`src/rtl/serial_pkg.sv`:
```
// Shared types and constants for the serial transmitter.
// Optional 9-bit frame support is enabled by defining SERIAL_TX_NINE_BIT_EN.
package serial_pkg;

    typedef enum logic [2:0] {
        ST_IDLE  = 3'd0,
        ST_START = 3'd1,
        ST_DATA  = 3'd2,
        ST_NINTH = 3'd3,
        ST_STOP  = 3'd4
    } tx_state_e;

    localparam logic [1:0] SM_UART8 = 2'b01;
    localparam logic [1:0] SM_UART9 = 2'b11;

    localparam int DIV_FAST  = 16;
    localparam int DIV_SLOW  = 32;
    localparam int TICK_W    = $clog2(DIV_SLOW);
    localparam int DATA_BITS = 8;
    localparam int BIT_CNT_W = $clog2(DATA_BITS);

    // Terminal tick count of one bit period for the given baud-doubler setting.
    function automatic logic [TICK_W-1:0] div_last(input logic smod);
        return smod ? TICK_W'(DIV_FAST - 1) : TICK_W'(DIV_SLOW - 1);
    endfunction

    function automatic logic mode_valid(input logic [1:0] sm);
        return (sm == SM_UART8) || (sm == SM_UART9);
    endfunction

endpackage

```
`src/rtl/serial_baud_div.sv`:
```
// Bit-period divider: counts baud ticks and pulses bit_end on the last tick of
// each bit (16 or 32 ticks, selected by the frame-latched smod).
module serial_baud_div
    import serial_pkg::*;
(
    input  logic clk,
    input  logic rst,
    input  logic baud_tick,
    input  logic restart,
    input  logic smod,
    output logic bit_end
);

    logic [TICK_W-1:0] cnt_q;
    logic [TICK_W-1:0] cnt_d;

    // NOTE: every signal written here gets a default first, so no path leaves
    // it unassigned and no latch is inferred.
    always_comb begin
        cnt_d   = cnt_q;
        bit_end = 1'b0;
        if (restart) begin
            cnt_d = '0;
        end else if (baud_tick) begin
            if (cnt_q == div_last(smod)) begin
                cnt_d   = '0;
                bit_end = 1'b1;
            end else begin
                cnt_d = cnt_q + TICK_W'(1);
            end
        end
    end

    // NOTE: state registers use non-blocking assignments so all flops update
    // together from values sampled at the same edge.
    always_ff @(posedge clk or posedge rst) begin
        if (rst) begin
            cnt_q <= '0;
        end else begin
            cnt_q <= cnt_d;
        end
    end

endmodule

```
`src/rtl/serial_tx.sv`:
```
// UART-style serial transmitter: start bit, 8 data bits LSB first, optional
// ninth bit (tb8, only when SERIAL_TX_NINE_BIT_EN is defined), stop bit.
module serial_tx
    import serial_pkg::*;
(
    input  logic       clk,
    input  logic       rst,
    input  logic       baud_tick,
    input  logic [1:0] sm,
    input  logic       smod,
    input  logic       sbuf_wr,
    input  logic [7:0] sbuf_data,
    input  logic       tb8,
    input  logic       ti_clr,
    output logic       txd,
    output logic       ti,
    output logic       busy
);

    tx_state_e              state_q;
    tx_state_e              state_d;
    logic [DATA_BITS-1:0]   shift_q;
    logic [DATA_BITS-1:0]   shift_d;
    logic [BIT_CNT_W-1:0]   bit_cnt_q;
    logic [BIT_CNT_W-1:0]   bit_cnt_d;
    logic                   smod_q;
    logic                   ti_q;
    logic                   ti_d;
    logic                   accept;
    logic                   bit_end;

`ifdef SERIAL_TX_NINE_BIT_EN
    logic                   nine_q;
    logic                   tb8_q;
`else
    logic                   unused_tb8;
    assign unused_tb8 = tb8;
`endif

    assign accept = sbuf_wr && (state_q == ST_IDLE) && mode_valid(sm);

    serial_baud_div u_baud_div (
        .clk       (clk),
        .rst       (rst),
        .baud_tick (baud_tick),
        .restart   (accept),
        .smod      (smod_q),
        .bit_end   (bit_end)
    );

    always_comb begin
        state_d   = state_q;
        shift_d   = shift_q;
        bit_cnt_d = bit_cnt_q;
        unique case (state_q)
            ST_IDLE: begin
                if (accept) begin
                    state_d   = ST_START;
                    shift_d   = sbuf_data;
                    bit_cnt_d = '0;
                end
            end
            ST_START: begin
                if (bit_end) state_d = ST_DATA;
            end
            ST_DATA: begin
                if (bit_end) begin
                    shift_d   = shift_q >> 1;
                    bit_cnt_d = bit_cnt_q + BIT_CNT_W'(1);
                    if (bit_cnt_q == BIT_CNT_W'(DATA_BITS - 1)) begin
`ifdef SERIAL_TX_NINE_BIT_EN
                        state_d = nine_q ? ST_NINTH : ST_STOP;
`else
                        state_d = ST_STOP;
`endif
                    end
                end
            end
`ifdef SERIAL_TX_NINE_BIT_EN
            ST_NINTH: begin
                if (bit_end) state_d = ST_STOP;
            end
`endif
            ST_STOP: begin
                if (bit_end) state_d = ST_IDLE;
            end
            default: state_d = ST_IDLE;
        endcase
    end

    // A fresh set on STOP entry takes priority over a simultaneous clear.
    always_comb begin
        ti_d = ti_q && !ti_clr;
        if ((state_d == ST_STOP) && (state_q != ST_STOP)) ti_d = 1'b1;
    end

    always_comb begin
        txd = 1'b1;
        unique case (state_q)
            ST_START: txd = 1'b0;
            ST_DATA:  txd = shift_q[0];
`ifdef SERIAL_TX_NINE_BIT_EN
            ST_NINTH: txd = tb8_q;
`endif
            default:  txd = 1'b1;
        endcase
    end

    assign busy = (state_q != ST_IDLE);
    assign ti   = ti_q;

    always_ff @(posedge clk or posedge rst) begin
        if (rst) begin
            state_q   <= ST_IDLE;
            shift_q   <= '0;
            bit_cnt_q <= '0;
            ti_q      <= 1'b0;
        end else begin
            state_q   <= state_d;
            shift_q   <= shift_d;
            bit_cnt_q <= bit_cnt_d;
            ti_q      <= ti_d;
        end
    end

    // Frame parameters are captured once per accepted write and held to frame end.
    always_ff @(posedge clk or posedge rst) begin
        if (rst) begin
            smod_q <= 1'b0;
        end else if (accept) begin
            smod_q <= smod;
        end
    end

`ifdef SERIAL_TX_NINE_BIT_EN
    always_ff @(posedge clk or posedge rst) begin
        if (rst) begin
            nine_q <= 1'b0;
            tb8_q  <= 1'b0;
        end else if (accept) begin
            nine_q <= (sm == SM_UART9);
            tb8_q  <= tb8;
        end
    end
`endif

endmodule

```
`config.mk`:
```
export PLATFORM = sky130hd
export DESIGN_NAME = serial_tx
export DESIGN_NICKNAME = d
export VERILOG_FILES = /design/src/rtl/serial_pkg.sv /design/src/rtl/serial_baud_div.sv /design/src/rtl/serial_tx.sv
export SDC_FILE = /design/constraint.sdc
export NUM_CORES = 1
export LEC_CHECK = 0
export BUFFER_PORTS_ARGS = -buffer_cell sky130_fd_sc_hd__buf_4
export CORE_MARGIN = 3
export CORE_UTILIZATION = 40
export DETAILED_ROUTE_END_ITERATION = 12
export GPL_ROUTABILITY_DRIVEN = 0
export PLACE_DENSITY_LB_ADDON = 0.25
export REMOVE_ABC_BUFFERS = 1
export SETUP_SLACK_MARGIN = 0.4
export SLEW_MARGIN = 10
export SYNTH_ARGS = -nofsm -noshare
export SYNTH_HDL_FRONTEND = slang
export SYNTH_SLANG_ARGS = --single-unit
export TNS_END_PERCENT = 5
```
`constraint.sdc`:
```
create_clock -name clk -period 2.03 [get_ports clk]
set_input_delay 0.1015 -clock clk [delete_from_list [all_inputs] [get_ports clk]]
set_output_delay 0.1015 -clock clk [all_outputs]
set_load 0.05 [all_outputs]
```
### After elaboration in Yosys (flattened, before gate mapping)

Index checks and enable logic that the tools add are counted.

* flip-flop bits (word level): 21
* input port bits: 17
* word-level logic and storage cells: 51

* $add $sub $neg: 2
* eq/ne operators: 11
* multiplexer cells: 21
* reductions and logical operators: 11

Operators by type and width (count)
* two-way mux 3 bit: 7
* two-way mux 5 bit: 4
* two-way mux 8 bit: 2
* one-hot mux 8 bit (2 select lines): 1
* one-hot mux 3 bit (4 select lines): 1
* == test 3 bit, second input constant: 3
* one-hot mux 3 bit (2 select lines): 1
* adder 5 x 1 -> 5 bit, second input constant: 1
* == test 5 bit: 1
* logical AND 1 bit: 4
* two-way mux 1 bit: 4
* inequality test 2 bit, second input constant: 2
* nonzero test 2 bit: 2
* adder 3 x 1 -> 3 bit, second input constant: 1
* == test 3 x 1 -> 1 bit, second input constant: 1
* == test 3 x 2 -> 1 bit, second input constant: 1
* logical NOT 3 bit: 1
* inequality test 3 bit, second input constant: 1
* AND reduction 3 bit: 1
* nonzero test 3 bit: 1
* == test 2 x 1 -> 1 bit, second input constant: 1
* == test 2 bit, second input constant: 1
* one-hot mux 1 bit (2 select lines): 1
* logical NOT 1 bit: 1
* logical OR 1 bit: 1

### Logic depth before layout (Yosys ltp)

Gate-level depths: netlist (run 1).

* word-level depth: 10
* mapped depth: 7
* depth with buffers taken out: 5

### Cells and area by module

Synthesis (run 1) repeated with hierarchy kept, for this count alone.

* cell total of the unflattened synthesis: 115
* area, all modules: 1147.4 sq um

By module, submodules not included
* serial_tx: times used 1, cells each 85, area an instance 847.1 sq um
* serial_baud_div: times used 1, cells each 30, area an instance 300.3 sq um

### Worst setup path after synthesis (run 1)

Ideal clock, no wire load.

* path type: register to register
* start: register u_baud_div.cnt_q[0]
* end: register shift_q[0]
* arrival: 1.556 ns
* data required time: 1.909 ns
* path slack: 0.353 ns
* stages on the path, launching flop included: 7
* cell sequence: dfrtp_1 -> ha_1 -> nand4_4 -> or4_4 -> buf_6 -> o22ai_2 -> nor2_1

* cells in the longest elaborated chain, start to end: 6

Ends and longest elaborated chain
* start, declared: RTL line serial_baud_div.sv:14 `logic [TICK_W-1:0] cnt_q;`
* start signal, assigned: RTL line serial_baud_div.sv:40 `cnt_q <= cnt_d;`
* == test 5 bit: RTL line serial_baud_div.sv:25 `if (cnt_q == div_last(smod)) begin`
* two-way mux 1 bit: RTL line serial_baud_div.sv:25
* two-way mux 1 bit: RTL line serial_baud_div.sv:24 `end else if (baud_tick) begin`
* two-way mux 1 bit: RTL line serial_baud_div.sv:22 `if (restart) begin`
* inequality test 2 bit (no line)
* AND reduction 3 bit (no line)
* end signal, assigned: RTL line serial_tx.sv:120 `shift_q <= shift_d;`
* end, declared: RTL line serial_tx.sv:22 `logic [DATA_BITS-1:0] shift_q;`

Every way passes these cells.
A chain may end at the register's enable or synchronous reset.

### Worst setup path in the final report (run 1)

* start: register u_baud_div.cnt_q[1]
* end: register shift_q[6]

Same word-level chain as after synthesis.

==> results.json, run 1 <==
{
  "status": "complete, no violations",
  "switching_share_pct": 38.65,
  "comb_power_share_pct": 38.9,
  "core_area_um2": 2522,
  "wire_per_inst_um": 13.33,
  "postLayoutCellArea_um2": 1360,
  "clockRootBuffer": "clkbuf_4",
  "post-route-period-util_pct": 81.57,
  "clkPwrFrac_pct": 13.8,
  "synth_area_per_cell_um2": 10.14,
  "hold_class": "in -> reg",
  "h-tree-depth": 1,
  "grt_setup_unrepaired": "yes",
  "path_clk_slew_ns": 0.12,
  "ir_worst_vdd_uv": 561.7,
  "pin_count": 20,
  "critPathLaunchType": "flip-flop",
  "cts_made_buffers": 3,
  "grt.overflow.total": 0,
  "grt_pass1_vias": 810,
  "worst_pin_slew_ns": 0.8014,
  "grt_max_degree": 22,
  "slew_headroom_pct": 46.52,
  "crit_type": "reg -> reg",
  "yosysSeqAreaShare_pct": 48.44,
  "die_w_um": 58.08,
  "die_h_um": 58.08,
  "cts_tree": "done",
  "clockBufferDepth": 2,
  "switchingPower_w": 0.0005716,
  "grt_pass1_wl_um": 3629,
  "hold_viol_final": 0,
  "wl_um": 2172,
  "arrival_ns": 1.87,
  "vias": 886,
  "grt_usage_pct": 13.96,
  "diodes": 0,
  "clock_latency_ns": 0.31,
  "yosys_warnings": 0,
  "fin_tns_setup_ns": 0,
  "clock.fmax_ghz": 0.6039,
  "syn_inst": 107,
  "endpoint_kind": "flip-flop",
  "ant_nets": 0,
  "dr.pass1.iters": 4,
  "final_layout_size_suffix_gt1_share_pct": 30.08,
  "power_density_nw_per_um2": 1087,
  "vias_per_cell": 5.436,
  "seqPwrFrac_pct": 47.2,
  "initial_core_util_pct": 43.01,
  "leakage_nw": 0.6006,
  "period_needed_ns": 1.656,
  "fin_skew_ns": 0.008913,
  "yosys_register_bits": 21,
  "dpl.hpwl_um": 1351,
  "maxSlewViolCount": 0,
  "setup_viol": 0,
  "post-route-drc-count": 0,
  "postLayoutCoreUtil_pct": 53.92,
  "area_growth_pct": 25.37,
  "placed_area_um2": 1237,
  "syn-cell-area_um2": 1085,
  "drtIter0Drc": 26,
  "synth_area_leaders": "dfrtp_1, o22ai_2, nor2_1, nand2_1, nor3_1",
  "synth.top_cell.area_share_pct": 48.44,
  "crit_path_max_fanout": 7,
  "nets": 154,
  "synth_area_leader_cell": "dfrtp_1",
  "synth_cell_types": 31,
  "drv_cap": 0,
  "cp_data_required_time_ns": 2.24,
  "clkSinkCount": 21,
  "antenna_found_initial": 0,
  "dieArea_um2": 3373,
  "io_buffers": 17,
  "rows": 18,
  "p_int_w": 0.0009073
}
layer usage:
metal	share of wire, %	GRT usage, %	wire length, um
met2	44	20.48	945
met1	49	20.48	1074
met3	5.8	2.673	125
met5	0	0	0
met4	1.2	4.967	27
Yosys cell counts:
cell	instances
buf_6	1
nand4_4	1
nand3_1	5
a31oi_1	1
o22ai_1	1
ha_1	3
nor2_1	14
buf_1	1
o22ai_2	6
xor2_1	1
nand2_1	11
xnor2_1	2
nand4_1	1
o21ai_0	2
dfrtp_1	21
nand4b_1	2
nand3b_1	2
or4_4	1
inv_1	3
clkbuf_2	1
nor3_1	8
mux2i_1	2
a211oi_1	1
and3_1	1
nand2b_1	3
nor2b_1	1
a21oi_1	4
or2_2	1
nor4_4	1
buf_2	3
o21bai_1	2
critical path, cell delays in order (launching register included):
cell     delay [ns]
dfrtp_1        0.43
ha_4           0.18
nand4_4        0.15
or4_4          0.60
o22ai_2        0.15
a21oi_1        0.05
state kept, by name, summed over array words and instances, names as in the netlist:
register and flops:
state_q 3, bit_cnt_q 3, ti 1, smod_q 1
u_baud_div.cnt_q 5, shift_q 8
worst paths after layout:
kind / from / end / slack, ns / depth (start not counted)
min in group asynchronous: rst / smod_q / 0.49 / 3
worst min register to register: state_q[0] / state_q[2] / 0.49 / 1
worst min-delay path: sbuf_data[0] / shift_q[0] / 0.05 / 3
worst max-delay path: u_baud_div.cnt_q[1] / shift_q[6] / 0.37 / 5
max in group asynchronous: rst / u_baud_div.cnt_q[3] / 1.04 / 3
worst max register to register: u_baud_div.cnt_q[1] / shift_q[6] / 0.37 / 5
final cells by class:
| type | count | area, um^2 |
|---|---|---|
| Fill cell | 240 | 1162 |
| Inverter | 3 | 11.26 |
| Sequential cell | 21 | 525.5 |
| Clock inverter | 1 | 7.507 |
| Tap cell | 30 | 37.54 |
| Clock buffer | 3 | 22.52 |
| Multi-Input combinational cell | 78 | 543.0 |
| Timing Repair Buffer | 27 | 212.7 |
repair_timing:
item                                   4_1_cts  5_1_grt
pin swaps                                    1       10
setup endpoints to repair                   10       12
buffers inserted                             0        3
gates resized for setup                      1        3
hold buffers                                 4        0
endpoints found under the hold margin       24        0
gates cloned                                 1        0
cells by family (layout without fill, tap and decap cells):
group / after synthesis / after routing / synth area share (%)
buf+inv: 9 / 34 / 4.266
compound gates: 17 / 17 / 12.92
flops: 21 / 21 / 48.44
simple gates: 52 / 53 / 26.64
mux: 2 / 2 / 1.846
xor+xnor: 3 / 3 / 2.423
fa+ha+maj: 3 / 3 / 3.461
cell usage in the layout (no fill, tap or decap), types with 2 or more instances in the layout:
master         Yosys  routed
buf_4              0      23
dfrtp_1           21      21
nor2_1            14      14
nand2_1           11      11
nor3_1             8       8
o22ai_2            6       7
nand3_1            5       5
a21oi_1            4       4
dlygate4sd3_1      0       4
nand2b_1           3       3
inv_1              3       3
clkbuf_4           0       3
xnor2_1            2       2
or4_4              1       2
nand3b_1           2       2
nand4b_1           2       2
o21bai_1           2       2
o21ai_0            2       2
mux2i_1            2       2
ha_1               3       2
power by group through the flow:
| stage | Combinational [W] | Sequential (W) | Clock (W) |
|---|---|---|---|
| final | 0.000576 | 0.000698 | 0.000205 |
| after global routing | 0.000639 | 0.000722 | 0.000231 |
| after CTS | 0.000512 | 0.000695 | 0.000217 |
| after detailed placement | 0.000496 | 0.000704 | 0 |
| after global placement | 0.000483 | 0.000693 | 0 |
| after floorplan | 0.000385 | 0.000674 | 0 |
metrics by stage:
step	total power [W]	worst slack, ns	cells	hold slack (ns)
2_1_floorplan	0.001059	0.3796	101	0.07803
3_3_place_gp	0.001175	0.2844	151	0.2915
3_5_place_dp	0.001200	0.2705	151	0.2920
4_1_cts	0.001425	0.3528	160	0.05533
5_1_grt	0.001591	0.3233	163	0.05805
6_report	0.001479	0.3742	163	0.04964
Power figures use the tool's default switching activity.
==> run 2, diff against run 1 <==
==> constraint.sdc (replaced) <==
create_clock -name clk -period 1.7 [get_ports clk]
set_input_delay 0.085 -clock clk [delete_from_list [all_inputs] [get_ports clk]]
set_output_delay 0.085 -clock clk [all_outputs]
set_load 0.05 [all_outputs]
==> run 2 against run 1 <==
Final area rose by 3.7%; via count fell by 0.45%; utilization increased by 2.0 points; sequential power increased by 19%; first-iteration DRC count down 58%; fmax increased by 12%; sequential share of layout area down 1.4 points; total power is 22% higher; global-route usage is 0.36 points higher; wire length is 1.4% higher; cell count up 3.7%; highest routed layer unchanged.
==> results.json, run 2 (synthesis results as in run 1) <==
{
  "seqPwrFrac_pct": 46.4,
  "nets": 160,
  "drtIter0Drc": 11,
  "leakage_nw": 0.6400,
  "cp_data_required_time_ns": 1.93,
  "pin_count": 20,
  "p_int_w": 0.001131,
  "hold_class": "in -> reg",
  "post-route-period-util_pct": 87.19,
  "cts_tree": "done",
  "clockBufferDepth": 2,
  "clock.fmax_ghz": 0.6747,
  "maxSlewViolCount": 0,
  "io_buffers": 17,
  "dpl.hpwl_um": 1482,
  "h-tree-depth": 1,
  "diodes": 0,
  "grt.overflow.total": 0,
  "final_cell_mix": "buf_4, dfrtp_1, nor2_1",
  "period_needed_ns": 1.482,
  "worst_pin_slew_ns": 0.3344,
  "grt_pass1_wl_um": 3746,
  "wl_um": 2203,
  "post-route-drc-count": 0,
  "reg_top3": "shift_q x8, u_baud_div.cnt_q x5",
  "vias": 882,
  "die_w_um": 58.08,
  "cts_made_buffers": 3,
  "status": "complete, no violations",
  "fin_skew_ns": 0.005531,
  "setup_viol": 0,
  "grt_pass1_vias": 870,
  "wire_per_inst_um": 13.04,
  "dr.pass1.iters": 2,
  "initial_core_util_pct": 43.01,
  "largest_register_ffs": 8,
  "final_common_cell": "buf_4",
  "fin_tns_setup_ns": 0,
  "grt_max_degree": 22,
  "antenna_found_initial": 0,
  "clkPwrFrac_pct": 12.5,
  "slew_headroom_pct": 77.71,
  "place_inst": 157,
  "switching_share_pct": 37.05,
  "grt_setup_unrepaired": "yes",
  "switchingPower_w": 0.0006658,
  "grt_usage_pct": 14.32,
  "power_density_nw_per_um2": 1274,
  "layout.cells.non_filler": 169,
  "dieArea_um2": 3373,
  "comb_power_share_pct": 41.1,
  "crit_path_max_fanout": 4,
  "path_clk_slew_ns": 0.11,
  "clockRootBuffer": "clkbuf_4",
  "die_h_um": 58.08,
  "arrival_ns": 1.72,
  "drv_cap": 0,
  "ant_nets": 0,
  "endpoint_kind": "flip-flop",
  "r2r_setup_slack_ns": 0.22,
  "postLayoutCoreUtil_pct": 55.90,
  "clock_latency_ns": 0.29,
  "ir_worst_vdd_uv": 783.8,
  "largest_register": "shift_q",
  "rows": 18,
  "clkSinkCount": 21,
  "critPathLaunchType": "flip-flop",
  "hold_viol_final": 0,
  "crit_type": "reg -> reg",
  "area_growth_pct": 29.99,
  "core_area_um2": 2522,
  "final_layout_size_suffix_gt1_share_pct": 33.09,
  "vias_per_cell": 5.219
}
[run 2: layout make-up]
type                            instances  area, um^2
Tap cell                               30       37.54
Fill cell                             231        1112
Sequential cell                        21       525.5
Multi-Input combinational cell         78       550.5
Inverter                                3       11.26
Clock buffer                            4       26.28
Timing Repair Buffer                   33       259.0
[run 2: per-layer routing]
layer	share of wire (%)	GRT usage, %
met3	3.5	2.227
met1	47	18.31
met2	49	24.03
met5	0	0
met4	0.86	5.960
[run 2: worst max-delay path, stage by stage (launching register included)]
cell and delay, ns:
dfrtp_1 0.42, xnor2_1 0.18, buf_4 0.17, nor4_4 0.33, buf_2 0.21, nor3_1 0.05
nor2_1 0.08
[run 2: power groups by stage]
| stage | Sequential, W | Clock, W | Combinational [W] |
|---|---|---|---|
| floorplan | 0.000805 | 0 | 0.000459 |
| global placement | 0.000816 | 0 | 0.000658 |
| global route | 0.000854 | 0.000258 | 0.000823 |
| CTS | 0.000834 | 0.000240 | 0.000748 |
| finish | 0.000834 | 0.000225 | 0.000738 |
| detailed placement | 0.000831 | 0 | 0.000680 |
[run 2: worst paths after layout]
kind	end	cells after the start	start
worst min register to register	state_q[2]	1	state_q[0]
min in group asynchronous	shift_q[4]	4	rst
max in group asynchronous	u_baud_div.cnt_q[3]	4	rst
worst max-delay path	shift_q[2]	6	u_baud_div.cnt_q[4]
worst min-delay path	shift_q[3]	3	sbuf_data[3]
worst max register to register	shift_q[2]	6	u_baud_div.cnt_q[4]
[run 2: repair_timing]
action                     in CTS  in global routing
hold buffers                    4                  0
pin swaps                      10                  0
buffers inserted                2                  0
gates resized for setup         6                  0
cloned                          2                  0
setup endpoints to repair      22                 23
hold endpoints to repair       24                  0
[run 2: metrics by stage]
stage | instance area [um^2] | setup slack, ns | hold WS, ns | total power, W
after floorplan | 1050 | 0.04959 | 0.06153 | 0.001265
after global placement | 1282 | 0.08034 | 0.1382 | 0.001474
after detailed placement | 1282 | 0.04493 | 0.1387 | 0.001511
after CTS | 1410 | 0.2023 | 0.04124 | 0.001822
after global routing | 1410 | 0.05793 | 0.06403 | 0.001935
final | 1410 | 0.2178 | 0.04903 | 0.001797
==> run 3, diff against run 2 <==
--- a/config.mk
+++ b/config.mk
@@ -8,6 +8,7 @@
 export BUFFER_PORTS_ARGS = -buffer_cell sky130_fd_sc_hd__buf_4
 export CORE_MARGIN = 3
 export CORE_UTILIZATION = 40
+export CTS_BUF_LIST = sky130_fd_sc_hd__clkbuf_2
 export DETAILED_ROUTE_END_ITERATION = 12
 export GPL_ROUTABILITY_DRIVEN = 0
 export PLACE_DENSITY_LB_ADDON = 0.25
==> run 3 against run 2 <==
Die area did not move; largest power group unchanged; register-to-register slack got worse by 0.02 ns; utilization rose by 1.9 points.
==> results.json, run 3 (synthesis results as in run 1) <==
{
  "min_path_cells": 3,
  "crit_type": "reg -> reg",
  "grt_usage_pct": 14.65,
  "die_h_um": 58.08,
  "grt_setup_unrepaired": "yes",
  "leakage_nw": 0.6659,
  "clkPwrFrac_pct": 10.9,
  "status": "complete, no violations",
  "path_buf_inv": 2,
  "diodes": 0,
  "grt_pass1_wl_um": 3822,
  "hold_path_startpoint": "sbuf_data[3]",
  "ff_latch_area_um2": 525.5,
  "seqPwrFrac_pct": 45.4,
  "crit_path_max_fanout": 4,
  "r2r_setup_slack_ns": 0.20,
  "reg_top3": "shift_q x8, u_baud_div.cnt_q x5",
  "hold_class": "in -> reg",
  "largest_register": "shift_q",
  "cpPeakStageDelay_ns": 0.45,
  "wire_per_inst_um": 13.59,
  "final_layout_size_suffix_gt1_share_pct": 37.06,
  "ant_nets": 0,
  "dr.pass1.iters": 4,
  "clock_latency_ns": 0.30,
  "ir_worst_vdd_uv": 787.1,
  "path_delay_family": "simple AND/OR/NAND/NOR gates",
  "setup_viol": 0,
  "slowest_stage": "dfrtp_1",
  "wl_um": 2351,
  "cts_made_buffers": 3,
  "rows": 18,
  "io_buffers": 17,
  "worst_pin_slew_ns": 0.3500,
  "grt_max_degree": 22,
  "drv_cap": 0,
  "r2r-end": "bit_cnt_q[0]",
  "p_int_w": 0.001143,
  "power_density_nw_per_um2": 1260,
  "endpoint_kind": "flip-flop",
  "grt.overflow.total": 0,
  "switchingPower_w": 0.0006940,
  "clockBufferDepth": 2,
  "final_common_cell": "buf_4",
  "clockRootBuffer": "clkbuf_2",
  "final_cell_mix": "buf_4, dfrtp_1, nor2_1",
  "dp_slack_ns": 0.04493,
  "antenna_found_initial": 0,
  "core_area_um2": 2522,
  "hold_viol_final": 0,
  "switching_share_pct": 37.78,
  "fin_tns_setup_ns": 0,
  "clkSinkCount": 21,
  "period_needed_ns": 1.500,
  "cts_tree": "done",
  "post-route-drc-count": 0,
  "largest_register_ffs": 8,
  "drtIter0Drc": 15,
  "cp_data_required_time_ns": 1.92,
  "clock.fmax_ghz": 0.6668,
  "dieArea_um2": 3373,
  "fin_skew_ns": 0.005803,
  "maxSlewViolCount": 0,
  "path_clk_slew_ns": 0.18,
  "multiInputGateArea_um2": 563.0,
  "vias_per_cell": 5.283,
  "worst_slack_ns": 0.2003,
  "comb_power_share_pct": 43.7,
  "r2r_start": "state_q[0]",
  "critPathLaunchType": "flip-flop",
  "crit_chain": "nand2b_4 -> buf_6 -> nor4_4 -> buf_4 -> xnor2_2 -> nor2_1",
  "slew_headroom_pct": 76.67,
  "nets": 164,
  "r2r_cells": 6,
  "area_growth_pct": 34.37,
  "grt_pass1_vias": 881,
  "die_w_um": 58.08,
  "num-fill-cells": 226,
  "vias": 914,
  "dpl.hpwl_um": 1482,
  "post-route-period-util_pct": 88.22,
  "arrival_ns": 1.72,
  "h-tree-depth": 1,
  "whs_endpoint": "shift_q[3]",
  "pin_count": 20,
  "initial_core_util_pct": 43.01
}
## run 3: repair_timing
action | in CTS | in global routing
gates resized for setup | 7 | 4
buffers inserted | 2 | 4
hold buffers | 4 | 0
cloned | 2 | 0
pin swaps | 10 | 3
endpoints found under the hold margin | 24 | 0
endpoints found under the setup margin | 22 | 23
## run 3: how the worst max path moves through the flow
stage                         from           end  slack, ns  cells past startpoint
6_report                state_q[0]  bit_cnt_q[0]       0.20                      6
5_1_grt        u_baud_div.cnt_q[1]  bit_cnt_q[0]       0.12                      7
4_1_cts                 state_q[2]          busy       0.20                      3
3_5_place_dp   u_baud_div.cnt_q[1]    shift_q[6]       0.04                      5
3_3_place_gp   u_baud_div.cnt_q[0]    shift_q[6]       0.08                      5
2_1_floorplan  u_baud_div.cnt_q[0]    shift_q[6]       0.05                      5
## run 3: metal layers
metal	global-route usage [%]	share of wire, %	vias to the layer above
met5	0	0	-
met2	25.00	51	14
met1	18.45	45	446
li1	-	-	452
met4	5.960	0.51	0
met3	2.227	3.5	2
## run 3: area by class of cell
| class | count | area share [%] |
|---|---|---|
| multi-input combinational | 78 | 38.63 |
| sequential | 21 | 36.05 |
| timing repair buffer | 37 | 20.60 |
| tap | 30 | 2.575 |
| clock buffer | 4 | 1.373 |
| inverter | 3 | 0.7725 |
## run 3: metrics by stage
| step | hold WS, ns | utilization, % | area (um^2) | total power (W) | cells |
|---|---|---|---|---|---|
| after CTS | 0.01274 | 55.80 | 1408 | 0.001792 | 169 |
| after global placement | 0.1382 | 50.84 | 1282 | 0.001474 | 157 |
| after detailed placement | 0.1387 | 50.84 | 1282 | 0.001511 | 157 |
| after floorplan | 0.06153 | - | 1050 | 0.001265 | 101 |
| after global routing | 0.02919 | 57.79 | 1458 | 0.001963 | 173 |
| final | 0.02812 | 57.79 | 1458 | 0.001837 | 173 |
## run 3: power by group through the flow
stage	clock, W	combinational (W)	sequential [W]
final	0.000200	0.000803	0.000834
after global routing	0.000229	0.000885	0.000849
after CTS	0.000211	0.000748	0.000833
after detailed placement	0	0.000680	0.000831
after global placement	0	0.000658	0.000816
after floorplan	0	0.000459	0.000805
## run 3: worst register-to-register path: cells and delay by family, from the launching register on
family / cells / cell delay (ns)
buffers and inverters: 2 / 0.31
flip-flops: 1 / 0.45
AND/OR/NAND/NOR: 3 / 0.55
XOR/XNOR: 1 / 0.10
